`config.mk`:
```
export PLATFORM = sky130hd
export DESIGN_NAME = uart_tx_buffered
export DESIGN_NICKNAME = d
export VERILOG_FILES = /design/src/rtl/uart_pkg.sv /design/src/rtl/uart_byte_fifo.sv /design/src/rtl/uart_tx_buffered.sv
export SDC_FILE = /design/constraint.sdc
export NUM_CORES = 1
export LEC_CHECK = 0
export CAP_MARGIN = 20
export CELL_PAD_IN_SITES_DETAIL_PLACEMENT = 1
export CELL_PAD_IN_SITES_GLOBAL_PLACEMENT = 1
export CORE_AREA = 2 2 90 92
export DETAILED_ROUTE_END_ITERATION = 10
export DIE_AREA = 0 0 92 94
export PLACE_DENSITY_LB_ADDON = 0.1
export SLEW_MARGIN = 20
export SYNTH_ARGS = -nofsm -noshare
export SYNTH_HDL_FRONTEND = slang
export SYNTH_SLANG_ARGS = --single-unit
```
`constraint.sdc`:
```
create_clock -name clk -period 3 [get_ports clk]
set_input_delay 0.9 -clock clk [delete_from_list [all_inputs] [get_ports clk]]
set_output_delay 0.9 -clock clk [all_outputs]
set_load 0.02 [all_outputs]
```
`src/rtl/uart_pkg.sv`:
```
// Shared UART definitions: transmitter state encoding and frame constants.
package uart_pkg;

    typedef enum logic [1:0] {IDLE, START, DATA, STOP} tx_state_t;

    localparam logic [13:0] UART_KBAUD_DEFAULT = 14'd10416;
    localparam int unsigned UART_DATA_BITS     = 8;
    localparam int unsigned UART_FRAME_BITS    = 10;

endpackage

```
`src/rtl/uart_byte_fifo.sv`:
```
// Byte-wide circular FIFO with occupancy count; a push while full is ignored.
module uart_byte_fifo #(
    parameter int unsigned DEPTH = 4
) (
    input  logic                     clk,
    input  logic                     rst_n,
    input  logic                     push,
    input  logic                     pop,
    input  logic [7:0]               w_data,
    output logic [7:0]               r_data,
    output logic                     full,
    output logic                     empty,
    output logic [$clog2(DEPTH):0]   count
);

    localparam int unsigned AW = $clog2(DEPTH);
    localparam int unsigned CW = AW + 1;

    logic [7:0]    mem [DEPTH];
    logic [AW-1:0] wr_ptr;
    logic [AW-1:0] rd_ptr;
    logic          do_push;
    logic          do_pop;

    assign full    = (count == CW'(DEPTH));
    assign empty   = (count == '0);
    assign do_push = push && !full;
    assign do_pop  = pop && !empty;
    assign r_data  = mem[rd_ptr];

    always_ff @(posedge clk) begin
        if (do_push) begin
            mem[wr_ptr] <= w_data;
        end
    end

    always_ff @(posedge clk) begin
        if (!rst_n) begin
            wr_ptr <= '0;
            rd_ptr <= '0;
            count  <= '0;
        end else begin
            if (do_push) wr_ptr <= wr_ptr + AW'(1);
            if (do_pop)  rd_ptr <= rd_ptr + AW'(1);
            case ({do_push, do_pop})
                2'b10:   count <= count + CW'(1);
                2'b01:   count <= count - CW'(1);
                default: count <= count;
            endcase
        end
    end

endmodule

```
`src/rtl/uart_tx_buffered.sv`:
```
// Buffered 8N1 UART transmitter: FIFO front end, serialiser FSM, TXE/TC/overrun flags.
module uart_tx_buffered
    import uart_pkg::*;
#(
    parameter logic [13:0] KBAUD = UART_KBAUD_DEFAULT,
    parameter int unsigned DEPTH = 4
) (
    input  logic       clk,
    input  logic       rst_n,
    input  logic [7:0] in_w_data,
    input  logic       in_valid,
    output logic       out_ready,
    output logic       out_signal,
    output logic       out_TXE,
    output logic       out_TC,
    input  logic       in_ORE_clear,
    output logic       out_Tx_ORE
);

    localparam int unsigned CW         = $clog2(DEPTH) + 1;
    localparam logic [13:0] KBAUD_LAST = KBAUD - 14'd1;
    localparam logic [2:0]  LAST_BIT   = 3'(UART_DATA_BITS - 1);

    tx_state_t     state, state_next;
    logic [13:0]   baud_cnt, cnt_next;
    logic [2:0]    bit_idx, idx_next;
    logic [7:0]    shift, shift_next;
    logic          tx, tx_next;
    logic          pop;
    logic          baud_done;
    logic [7:0]    fifo_rdata;
    logic          fifo_full;
    logic          fifo_empty;
    logic [CW-1:0] fifo_count;
    logic          ore;
    logic          clr_prev;

    uart_byte_fifo #(.DEPTH(DEPTH)) u_fifo (
        .clk    (clk),
        .rst_n  (rst_n),
        .push   (in_valid),
        .pop    (pop),
        .w_data (in_w_data),
        .r_data (fifo_rdata),
        .full   (fifo_full),
        .empty  (fifo_empty),
        .count  (fifo_count)
    );

    assign baud_done  = (baud_cnt == KBAUD_LAST);
    assign out_ready  = (fifo_count != CW'(DEPTH));
    assign out_TXE    = (fifo_count == '0);
    assign out_TC     = (state == IDLE) && fifo_empty;
    assign out_signal = tx;
    assign out_Tx_ORE = ore;

    // tx_next is the line level for the state being entered, so the registered line
    // changes on the same edge as the state.
    always_comb begin
        state_next = state;
        cnt_next   = baud_cnt + 14'd1;
        idx_next   = bit_idx;
        shift_next = shift;
        tx_next    = tx;
        pop        = 1'b0;
        case (state)
            IDLE: begin
                tx_next  = 1'b1;
                cnt_next = '0;
                if (!fifo_empty) begin
                    pop        = 1'b1;
                    shift_next = fifo_rdata;
                    state_next = START;
                    tx_next    = 1'b0;
                end
            end
            START: begin
                if (baud_done) begin
                    cnt_next   = '0;
                    idx_next   = '0;
                    state_next = DATA;
                    tx_next    = shift[0];
                end
            end
            DATA: begin
                if (baud_done) begin
                    cnt_next = '0;
                    if (bit_idx == LAST_BIT) begin
                        state_next = STOP;
                        tx_next    = 1'b1;
                    end else begin
                        idx_next   = bit_idx + 3'd1;
                        shift_next = shift >> 1;
                        tx_next    = shift[1];
                    end
                end
            end
            STOP: begin
                if (baud_done) begin
                    cnt_next = '0;
                    if (!fifo_empty) begin
                        pop        = 1'b1;
                        shift_next = fifo_rdata;
                        state_next = START;
                        tx_next    = 1'b0;
                    end else begin
                        state_next = IDLE;
                        tx_next    = 1'b1;
                    end
                end
            end
            default: begin
                state_next = IDLE;
                tx_next    = 1'b1;
            end
        endcase
    end

    always_ff @(posedge clk) begin
        if (!rst_n) begin
            state    <= IDLE;
            baud_cnt <= '0;
            bit_idx  <= '0;
            shift    <= '0;
            tx       <= 1'b1;
            ore      <= 1'b0;
            clr_prev <= 1'b0;
        end else begin
            state    <= state_next;
            baud_cnt <= cnt_next;
            bit_idx  <= idx_next;
            shift    <= shift_next;
            tx       <= tx_next;
            clr_prev <= in_ORE_clear;
            if (in_valid && fifo_full) begin
                ore <= 1'b1;
            end else if (in_ORE_clear && !clr_prev) begin
                ore <= 1'b0;
            end
        end
    end

endmodule

```
==> flow_metrics.env, run 1 <==
export IMPL_status="completed"
export IMPL_drt_iter0_drc=56
export IMPL_cpMaxStageDelayCell="clkdlybuf4s50_1"
export IMPL_chipHeight_um=94
export IMPL_crit_chain="or3_1, clkinv_1, and2_1, clkdlybuf4s50_1"
export IMPL_finalMaxSlewViolations=0
export IMPL_drive_above_1_share_pct=14.5
export IMPL_crit_family="buffers and inverters"
export IMPL_end_kind="output port"
export IMPL_worstMarginPinSlew_ns=0.693
export IMPL_antenna_found_initial=0
export IMPL_yosys_warnings=0
export IMPL_ios=17
export IMPL_start_util_pct=42.6
export IMPL_synthCells=272
export IMPL_area_growth_synth_to_final_pct=15.0
export IMPL_dr_pass1_iters=4
export IMPL_setup_violations_final=0
export IMPL_rrSetupSlack_ns=0.29
export IMPL_drt_wirelength_per_cell_um=15.4
export IMPL_clock_path_buffers=2
export IMPL_place_congestion=0.754
export IMPL_place_inst=383
export IMPL_grt_first_pass_wirelength_um=10700
export IMPL_crit_arrival_ns=1.97
export IMPL_fin_hold_ws_ns=0.459
export IMPL_worstSetupStartpointType="register"
export IMPL_die_w_um=92
export IMPL_cts_tree="done"
export IMPL_max_freq_ghz=0.348
export IMPL_cts_sinks=71
export IMPL_synthTopCellsByArea="edfxtp_1 30%, dfxtp_1 24%, mux4_2 5.6%, ha_1 5.0%, mux2i_1 4.3%"
export IMPL_p_leak_nw=1.33
export IMPL_synth_enable_flop_cells=32
export IMPL_cts_made_buffers=9
export IMPL_cap_viol_max_count=0
export IMPL_yosys_register_bits=71
export IMPL_drc=0
export IMPL_final_cells=399
export IMPL_synth_ff_type="dfxtp_1"
export IMPL_layout_common_cells="39 x dfxtp_1, 32 x edfxtp_1, 31 x nand2_1"
export IMPL_layout_commonest_cell="dfxtp_1"
export IMPL_nNetsFinal=318
export IMPL_cp_num_buf_inv=2
export IMPL_finalHoldViolCount=0
export IMPL_grt_total_usage_pct=16.2
export IMPL_rr_startpoint="baud_cnt[0]$_SDFF_PP0_"
export IMPL_final_min_clock_period_ns=2.87
export IMPL_vias_per_cell=5.23
export IMPL_drtAntennaViolNets=0
export IMPL_syn_area_um2=3240
export IMPL_die_area_um2=8650
export IMPL_syn_avg_cell_area_um2=11.9
export IMPL_synth_area_leader_cell="edfxtp_1"
export IMPL_rows=32
export IMPL_grt_pass1_vias=2182
export IMPL_synth_distinct_cells=47
export IMPL_fp_coreArea_um2=7610
export IMPL_ctsHtreeMaxLevel=3
export IMPL_required_ns=2.10
export IMPL_clk_pin_slew_ns=0.08
export IMPL_period_share_pct=95.7
export IMPL_nFillCells=823
export IMPL_peakVddDrop_v=0.000336
export IMPL_grt_max_degree=21
export IMPL_synth_top_area_share_pct=29.6
export IMPL_syn_nets=298
export IMPL_ff2ff_path_depth=11
export IMPL_worstPathMaxFanout=4
export IMPL_worst_setup_path_type="reg -> out"
export IMPL_ctsResizeCount=0
export IMPL_hpwl_um=4250
export IMPL_slew_headroom_pct=53.8
export IMPL_io_buffers=16
export IMPL_slowest_delay_ns=0.60
export IMPL_fin_skew_ns=0.00921
export IMPL_insertion_delay_ns=0.34
export IMPL_hold_depth=2
export IMPL_overflow=0
export IMPL_wl_um=6160
export IMPL_rsz0062_at_grt="false"
export IMPL_hold_path_class="reg -> reg"
export IMPL_route_vias_total=2087
export IMPL_holdPathEnd="shift[6]$_SDFFE_PN0P_"
export IMPL_holdBufCountCts=0
export IMPL_async_flop_share_pct=0
export IMPL_post_cts_setup_buffer_count=0
export IMPL_cts_root_buffer="clkbuf_8"
export IMPL_antenna_cells=0
export IMPL_p_per_area_nw_per_um2=922
export IMPL_hold_start="shift[6]$_SDFFE_PN0P_"
export IMPL_final_setup_tns_ns=0
export IMPL_ys_seq_area_share_pct=53.7
export IMPL_r2r_end="u_fifo.count[2]$_SDFFE_PN0P_"
[power by group]
part	switching, mW	internal [mW]	total [mW]
Sequential	0.119	1.19	1.31
Clock	0.394	0.477	0.870
Combinational	0.644	0.614	1.26
Total	1.16	2.28	3.44
[worst max-delay path by stage]
stage          slack [ns]                           end  cells past startpoint                          from
2_1_floorplan        0.36  u_fifo.count[2]$_SDFFE_PN0P_                     11        baud_cnt[4]$_SDFF_PP0_
3_3_place_gp         0.17  u_fifo.count[2]$_SDFFE_PN0P_                      9                      in_valid
3_5_place_dp         0.13  u_fifo.count[2]$_SDFFE_PN0P_                      9                      in_valid
4_1_cts               0.1                        out_TC                      4  u_fifo.count[0]$_SDFFE_PN0P_
5_1_grt              0.02  u_fifo.count[2]$_SDFFE_PN0P_                     11        baud_cnt[0]$_SDFF_PP0_
6_report             0.13                        out_TC                      4  u_fifo.count[0]$_SDFFE_PN0P_
[through the flow]
step	power, mW	instance area, um^2	setup WS (ns)	utilization [%]
after detailed placement	2.61	3500	0.126	46.0
after floorplan	2.29	3240	0.362	-
after global placement	2.58	3500	0.165	46.0
final	3.44	3730	0.130	49.0
after global routing	3.69	3730	0.0152	49.0
after CTS	3.49	3730	0.0970	49.0
[final cells by class]
type                    instances  area, um^2  area share, %
flip-flops and latches         71        1740           46.7
inverters                      13        48.8           1.31
repair buffers                 21         198           5.30
multi-input cells             176        1390           37.2
well taps                     102         128           3.42
clock inverters                 7         101           2.72
clock buffers                   9         124           3.32
[sequential cells by signal, summed over array words and instances (netlist names), named ones only]
register / flops
baud_cnt: 14
bit_idx: 3
clr_prev: 1
out_Tx_ORE: 1
out_signal: 1
shift: 8
state: 2
u_fifo.count: 3
u_fifo.mem: 32
u_fifo.rd_ptr: 2
u_fifo.wr_ptr: 2
[cells in the mapped netlist, types with 4 or more instances]
library cell   n
a21boi_0       4
xor2_1         8
inv_1         12
nand2_1       31
o21ai_0        5
clkbuf_1       7
nand3_1        9
ha_1          13
and2_1         6
xnor2_1        5
or3_1          5
mux4_2         8
mux2_2         7
a21oi_1        6
and3_1         7
nand3b_1       4
mux2i_1       14
nor2_1        15
dfxtp_1       39
edfxtp_1      32
[metal layers]
| layer | track usage [%] | up-vias | share of wire [%] |
|---|---|---|---|
| met5 | 0 | - | 0 |
| met4 | 6.34 | 0 | 2.2 |
| met3 | 4.41 | 10 | 2.1 |
| met2 | 26.5 | 17 | 48 |
| met1 | 20.6 | 1041 | 47 |
| li1 | - | 1019 | - |
[cells by family after synthesis]
| family | count (synthesis) | share of synthesized area, % |
|---|---|---|
| buffers and inverters | 25 | 3.51 |
| flip-flops | 71 | 53.7 |
| multiplexers | 29 | 12.3 |
| XOR/XNOR | 13 | 3.51 |
| adder cells (fa/ha/maj) | 14 | 5.64 |
| AND/OR/NAND/NOR | 95 | 15.7 |
| AO/OA/AOI/OAI | 25 | 5.56 |
[worst reg2reg max path, cell delays in order, from the launching register on]
cell and delay, ns:
dfxtp_1 0.39, ha_1 0.23, nand3_1 0.18, nor4_4 0.36
a21oi_1 0.11, nor3_1 0.15, ha_1 0.20, inv_1 0.06
fa_1 0.37, xor2_1 0.16, or3_1 0.29, a21boi_0 0.16
No activity file was read; power rests on OpenSTA's default activity.
==> run 2: changes to the inputs <==
--- a/config.mk
+++ b/config.mk
@@ -5,12 +5,13 @@
 export SDC_FILE = /design/constraint.sdc
 export NUM_CORES = 1
 export LEC_CHECK = 0
+export ABC_AREA = 1
 export CAP_MARGIN = 20
 export CELL_PAD_IN_SITES_DETAIL_PLACEMENT = 1
 export CELL_PAD_IN_SITES_GLOBAL_PLACEMENT = 1
-export CORE_AREA = 2 2 90 92
+export CORE_AREA = 2 2 91 93
 export DETAILED_ROUTE_END_ITERATION = 10
-export DIE_AREA = 0 0 92 94
+export DIE_AREA = 0 0 93 95
 export PLACE_DENSITY_LB_ADDON = 0.1
 export SLEW_MARGIN = 20
 export SYNTH_ARGS = -nofsm -noshare
==> run 2 against run 1 <==
Synthesized cell count is 44% higher. Worst hold slack worse by 0.011 ns. First-iteration DRC count is 18% higher. Utilization is 1.5 points lower. Via count is 22% higher. Sequential share of layout area is 0.45 points lower. Combinational power is 3% lower.
==> flow_metrics.env, run 2 <==
export IMPL_syn_avg_cell_area_um2=8.44
export IMPL_cts_made_buffers=9
export IMPL_rsz0062_at_grt="false"
export IMPL_nNetsFinal=441
export IMPL_route_vias_total=2544
export IMPL_synth_enable_flop_cells=32
export IMPL_setup_violations_final=0
export IMPL_cts_tree="done"
export IMPL_holdBufCountCts=0
export IMPL_drt_wirelength_per_cell_um=13.3
export IMPL_async_flop_share_pct=0
export IMPL_grt_total_usage_pct=18.0
export IMPL_final_min_clock_period_ns=2.76
export IMPL_synthTopCellsByArea="edfxtp_1 29%, dfxtp_1 24%, nand2_1 8.0%, nor2_1 7.6%, inv_1 5.7%"
export IMPL_clock_path_buffers=2
export IMPL_ctsResizeCount=0
export IMPL_synth_ff_type="dfxtp_1"
export IMPL_finalMaxSlewViolations=0
export IMPL_yosys_warnings=0
export IMPL_share_comb_of_total_power_pct=38.7
export IMPL_rows=33
export IMPL_dr_pass1_iters=4
export IMPL_ys_seq_area_share_pct=52.8
export IMPL_multi_input_area_um2=1310
export IMPL_die_w_um=93
export IMPL_setup_slack_ns=0.237
export IMPL_antenna_found_initial=0
export IMPL_largest_register_ffs=32
export IMPL_grt_first_pass_wirelength_um=12200
export IMPL_synth_area_leader_cell="edfxtp_1"
export IMPL_antenna_cells=0
export IMPL_worstPathMaxFanout=5
export IMPL_area_growth_synth_to_final_pct=14.0
export IMPL_top_regs="u_fifo.mem x32, baud_cnt x14, shift x8"
export IMPL_cts_sinks=71
export IMPL_p_per_area_nw_per_um2=838
export IMPL_insertion_delay_ns=0.34
export IMPL_p_int_mw=1.90
export IMPL_finalHoldViolCount=0
export IMPL_slew_headroom_pct=64.5
export IMPL_p_leak_nw=1.55
export IMPL_synth_top_area_share_pct=29.1
export IMPL_ios=17
export IMPL_grt_pass1_vias=2599
export IMPL_drt_iter0_drc=66
export IMPL_cts_root_buffer="clkbuf_8"
export IMPL_hold_start="baud_cnt[0]$_SDFF_PP0_"
export IMPL_yosysMostFrequentCell="nand2_1"
export IMPL_final_area_um2=3760
export IMPL_io_buffers=16
export IMPL_worstMarginPinSlew_ns=0.533
export IMPL_largest_register="u_fifo.mem"
export IMPL_drc=0
export IMPL_cap_viol_max_count=0
export IMPL_place_inst=509
export IMPL_p_total_mw=3.15
export IMPL_wl_um=7010
export IMPL_crit_start="state[0]$_SDFFE_PN0P_"
export IMPL_nFillCells=961
export IMPL_grt_max_degree=23
export IMPL_synthCells=391
export IMPL_syn_area_um2=3300
export IMPL_period_share_pct=92.1
export IMPL_crit_arrival_ns=1.86
export IMPL_layout_common_cells="70 x nand2_1, 67 x nor2_1, 50 x inv_1"
export IMPL_status="completed"
export IMPL_switching_share_pct=39.6
export IMPL_place_congestion=0.753
export IMPL_peakVddDrop_v=0.000406
export IMPL_vias_per_cell=4.85
export IMPL_layout_commonest_cell="nand2_1"
export IMPL_placed_area_um2=3590
export IMPL_max_freq_ghz=0.362
export IMPL_syn_nets=417
export IMPL_die_area_um2=8840
export IMPL_pre_cts_slack_ns=0.371
export IMPL_chipHeight_um=95
export IMPL_end_kind="output port"
export IMPL_synth_distinct_cells=32
export IMPL_final_cells=525
export IMPL_fp_coreArea_um2=7930
export IMPL_clk_pin_slew_ns=0.08
export IMPL_worstSetupStartpointType="register"
export IMPL_final_setup_tns_ns=0
export IMPL_start_util_pct=41.6
export IMPL_post_cts_setup_buffer_count=0
export IMPL_worst_setup_path_type="reg -> out"
export IMPL_power_frac_seq_pct=39.8
export IMPL_p_sw_mw=1.25
export IMPL_synth_common_cells="70 x nand2_1, 67 x nor2_1, 50 x inv_1, 39 x dfxtp_1, 32 x edfxtp_1"
export IMPL_regArea_um2=1740
export IMPL_ctsHtreeMaxLevel=3
export IMPL_rr_startpoint="state[0]$_SDFFE_PN0P_"
export IMPL_required_ns=2.10
export IMPL_yosys_register_bits=71
export IMPL_drtAntennaViolNets=0
export IMPL_fin_skew_ns=0.00569
export IMPL_hold_path_class="reg -> reg"
export IMPL_drive_above_1_share_pct=9.05
export IMPL_hpwl_um=4950
export IMPL_p_clk_share_pct=21.5
export IMPL_overflow=0
[run 2: cell count changes in the layout (fill, tap and decap cells not counted), sizes merged, moves of 7 or more]
cell,delta
mux2i,-14
nand3,+13
a21oi,+18
inv,+36
mux4,-8
mux2,-7
o21ai,+24
nand2,+46
and3,-7
nor2,+55
[run 2: metal layers]
layer / routed length [um] / up-vias / track usage, %
met5: 0 / - / 0
met4: 140 / 0 / 7.48
met3: 191 / 14 / 3.19
met2: 3420 / 30 / 31.0
met1: 3250 / 1196 / 22.3
li1: - / 1304 / -
[run 2: per-stage QoR]
step | util [%] | hold WS [ns]
after detailed placement | 45.3 | 0.438
after global routing | 47.5 | 0.488
after global placement | 45.3 | 0.432
after CTS | 47.5 | 0.454
final | 47.5 | 0.448
after floorplan | - | 0.418
[run 2: cell families (layout without fill, tap and decap cells)]
kind of cell               count (synthesis)  after routing  share of synthesized area (%)
adders and majority gates                 14             14                           5.53
DFF                                       71             71                           52.8
and+or+nand+nor                          176            176                           22.5
AOI/OAI and AO/OA                         61             61                           9.78
xor gates and xnor gates                   7              7                           1.86
buffers and inverters                     62             91                           7.54
[run 2: worst max-delay path: stages (launching register included)]
cell and delay, ns:
dfxtp_1 0.35, inv_1 0.15, ha_1 0.20, inv_1 0.09, nor2_1 0.13, clkdlybuf4s50_1 0.61
[run 2: worst paths after layout]
| path | endpoint | slack [ns] | depth (start not counted) |
|---|---|---|---|
| setup reg to reg | u_fifo.count[2]$_SDFFE_PN0P_ | 0.52 | 14 |
| hold / removal | baud_cnt[0]$_SDFF_PP0_ | 0.45 | 1 |
| setup / recovery | out_TC | 0.24 | 5 |
| hold reg to reg | baud_cnt[0]$_SDFF_PP0_ | 0.45 | 1 |
[run 2: power groups by stage]
stage	clock network (mW)	registers [mW]	logic (mW)
3_3_place_gp	0	1.27	1.20
5_1_grt	0.740	1.27	1.45
6_report	0.677	1.25	1.22
4_1_cts	0.697	1.26	1.25
2_1_floorplan	0	1.27	0.926
3_5_place_dp	0	1.28	1.24
[run 2: area by class of cell]
cell class	count	share of cell area, %
clock inverter	7	1.30
timing repair buffer	23	5.65
tap	105	3.49
clock buffer	9	3.29
sequential	71	46.3
multi-input combinational	258	34.8
inverter	52	5.19
==> run 3: changes to the inputs <==
==> constraint.sdc (replaced) <==
create_clock -name clk -period 3.3 [get_ports clk]
set_input_delay 0.99 -clock clk [delete_from_list [all_inputs] [get_ports clk]]
set_output_delay 0.99 -clock clk [all_outputs]
set_load 0.02 [all_outputs]
==> run 3 against run 2 <==
Cell area increased by 0.73%. Critical endpoint unchanged. Largest cell class unchanged. Flip-flop and latch count unchanged. Wire length increased by 0.13%. Register-to-register slack improved by 0.26 ns.
==> flow_metrics.env, run 3 (same netlist as run 2, synthesis figures left out) <==
export IMPL_largest_register="u_fifo.mem"
export IMPL_largest_register_ffs=32
export IMPL_pre_cts_slack_ns=0.337
export IMPL_final_setup_tns_ns=0
export IMPL_rr_startpoint="state[0]$_SDFFE_PN0P_"
export IMPL_die_area_um2=8840
export IMPL_nNetsFinal=440
export IMPL_grt_pass1_vias=2560
export IMPL_cpMaxStageDelayCell="clkdlybuf4s50_1"
export IMPL_wl_um=7020
export IMPL_route_vias_total=2518
export IMPL_worst_path_stages=5
export IMPL_place_inst=508
export IMPL_finalHoldViolCount=0
export IMPL_rows=33
export IMPL_cts_sinks=71
export IMPL_clock_path_buffers=2
export IMPL_crit_family="buffers and inverters"
export IMPL_status="completed"
export IMPL_overflow=0
export IMPL_start_util_pct=41.6
export IMPL_hold_depth=1
export IMPL_place_congestion=0.762
export IMPL_met3_length_um=216
export IMPL_setup_violations_final=0
export IMPL_power_frac_seq_pct=38.1
export IMPL_worstMarginPinSlew_ns=0.536
export IMPL_fin_hold_ws_ns=0.451
export IMPL_rrSetupSlack_ns=0.78
export IMPL_period_share_pct=87.1
export IMPL_die_w_um=93
export IMPL_p_clk_share_pct=24.7
export IMPL_worstPathMaxFanout=5
export IMPL_ios=17
export IMPL_hold_path_class="reg -> reg"
export IMPL_drc=0
export IMPL_final_min_clock_period_ns=2.87
export IMPL_p_sw_mw=1.17
export IMPL_r2r_end="u_fifo.count[2]$_SDFFE_PN0P_"
export IMPL_share_comb_of_total_power_pct=37.2
export IMPL_antenna_found_initial=0
export IMPL_ctsResizeCount=0
export IMPL_p_per_area_nw_per_um2=788
export IMPL_end_kind="output port"
export IMPL_placed_area_um2=3580
export IMPL_grt_max_degree=23
export IMPL_insertion_delay_ns=0.36
export IMPL_slowest_delay_ns=0.62
export IMPL_fp_coreArea_um2=7930
export IMPL_cts_made_buffers=9
export IMPL_antenna_cells=0
export IMPL_hpwl_um=4940
export IMPL_regArea_um2=1740
export IMPL_cts_root_buffer="clkbuf_8"
export IMPL_cap_viol_max_count=0
export IMPL_setup_slack_ns=0.425
export IMPL_chipHeight_um=95
export IMPL_max_freq_ghz=0.348
export IMPL_drt_iter0_drc=87
export IMPL_rsz0062_at_grt="false"
export IMPL_area_growth_synth_to_final_pct=14.9
export IMPL_finalMaxSlewViolations=0
export IMPL_holdBufCountCts=0
export IMPL_final_area_um2=3790
export IMPL_drt_wirelength_per_cell_um=13.4
export IMPL_holdPathEnd="baud_cnt[0]$_SDFF_PP0_"
export IMPL_worstSetupStartpointType="register"
export IMPL_p_int_mw=1.82
export IMPL_top_regs="u_fifo.mem x32, baud_cnt x14, shift x8"
export IMPL_worst_path_most_repeated_cell="inv_1"
export IMPL_crit_arrival_ns=1.88
export IMPL_fin_skew_ns=0.0138
export IMPL_routed_top_layer="met4"
export IMPL_clk_pin_slew_ns=0.09
export IMPL_post_cts_setup_buffer_count=0
export IMPL_drtAntennaViolNets=0
export IMPL_crit_chain="inv_1, ha_1, inv_1, nor2_1, clkdlybuf4s50_1"
export IMPL_worst_setup_path_type="reg -> out"
export IMPL_nFillCells=963
export IMPL_cts_tree="done"
export IMPL_p_leak_nw=1.57
export IMPL_io_buffers=16
export IMPL_slew_headroom_pct=64.3
export IMPL_hold_start="baud_cnt[0]$_SDFF_PP0_"
export IMPL_multi_input_area_um2=1310
export IMPL_switching_share_pct=39.0
export IMPL_ff2ff_path_depth=14
export IMPL_layout_common_cells="70 x nand2_1, 67 x nor2_1, 50 x inv_1"
export IMPL_required_ns=2.31
export IMPL_met2_length_um=3290
export IMPL_peakVddDrop_v=0.000426
export IMPL_vias_per_cell=4.81
export IMPL_ctsHtreeMaxLevel=3
export IMPL_grt_total_usage_pct=17.6
export IMPL_drive_above_1_share_pct=9.07
export IMPL_dr_pass1_iters=4
export IMPL_cp_num_buf_inv=3
export IMPL_layout_commonest_cell="nand2_1"
export IMPL_grt_first_pass_wirelength_um=12000
export IMPL_route_layer_met1_wl_um=3410
export IMPL_final_cells=524
-- run 3: changes by cell type in the layout (fill, tap and decap cells not counted), sizes merged --
cell      delta
bufinv       +1
clkinvlp     -3
clkinv       -2
buf          -1
inv          +4
-- run 3: cell type report --
cell class | instances | share of cell area [%]
Tap cell | 105 | 3.47
Timing Repair Buffer | 22 | 5.41
Clock buffer | 9 | 3.27
Clock inverter | 7 | 2.21
Inverter | 52 | 5.15
Multi-Input combinational cell | 258 | 34.6
Sequential cell | 71 | 45.9
-- run 3: worst register-to-register path, cell delays in order (launching register included) --
cell,delay (ns)
dfxtp_1,0.39
inv_1,0.12
ha_1,0.33
inv_1,0.11
o211ai_1,0.10
inv_1,0.08
nand2_1,0.10
inv_1,0.10
ha_1,0.15
inv_1,0.07
fa_1,0.37
a21oi_1,0.14
o21ai_0,0.11
o21ai_0,0.18
a21oi_1,0.06
-- run 3: routing by layer --
metal,global-route usage [%],vias up
met1,22.8,1187
met5,0,-
li1,-,1298
met2,28.7,24
met3,4.39,9
met4,6.25,0
-- run 3: how the worst max path moves through the flow --
stage                                              end                  start
final                                           out_TC  state[0]$_SDFFE_PN0P_
after detailed placement  u_fifo.count[2]$_SDFFE_PN0P_               in_valid
after global placement    u_fifo.count[2]$_SDFFE_PN0P_               in_valid
after floorplan           u_fifo.count[2]$_SDFFE_PN0P_               in_valid
after global routing                            out_TC  state[0]$_SDFFE_PN0P_
after CTS                                       out_TC  state[0]$_SDFFE_PN0P_
-- run 3: metrics by stage --
stage                     total power [mW]  utilization [%]
after floorplan                       1.99                -
after global placement                2.23             45.2
after detailed placement              2.28             45.2
after CTS                             3.03             47.8
after global routing                  3.27             47.8
final                                 2.99             47.8
-- run 3: power groups by stage --
| stage | sequential [mW] | clock (mW) | combinational (mW) |
|---|---|---|---|
| floorplan | 1.15 | 0 | 0.841 |
| global placement | 1.15 | 0 | 1.08 |
| detailed placement | 1.16 | 0 | 1.13 |
| CTS | 1.14 | 0.761 | 1.13 |
| global route | 1.15 | 0.812 | 1.31 |
| finish | 1.14 | 0.739 | 1.11 |
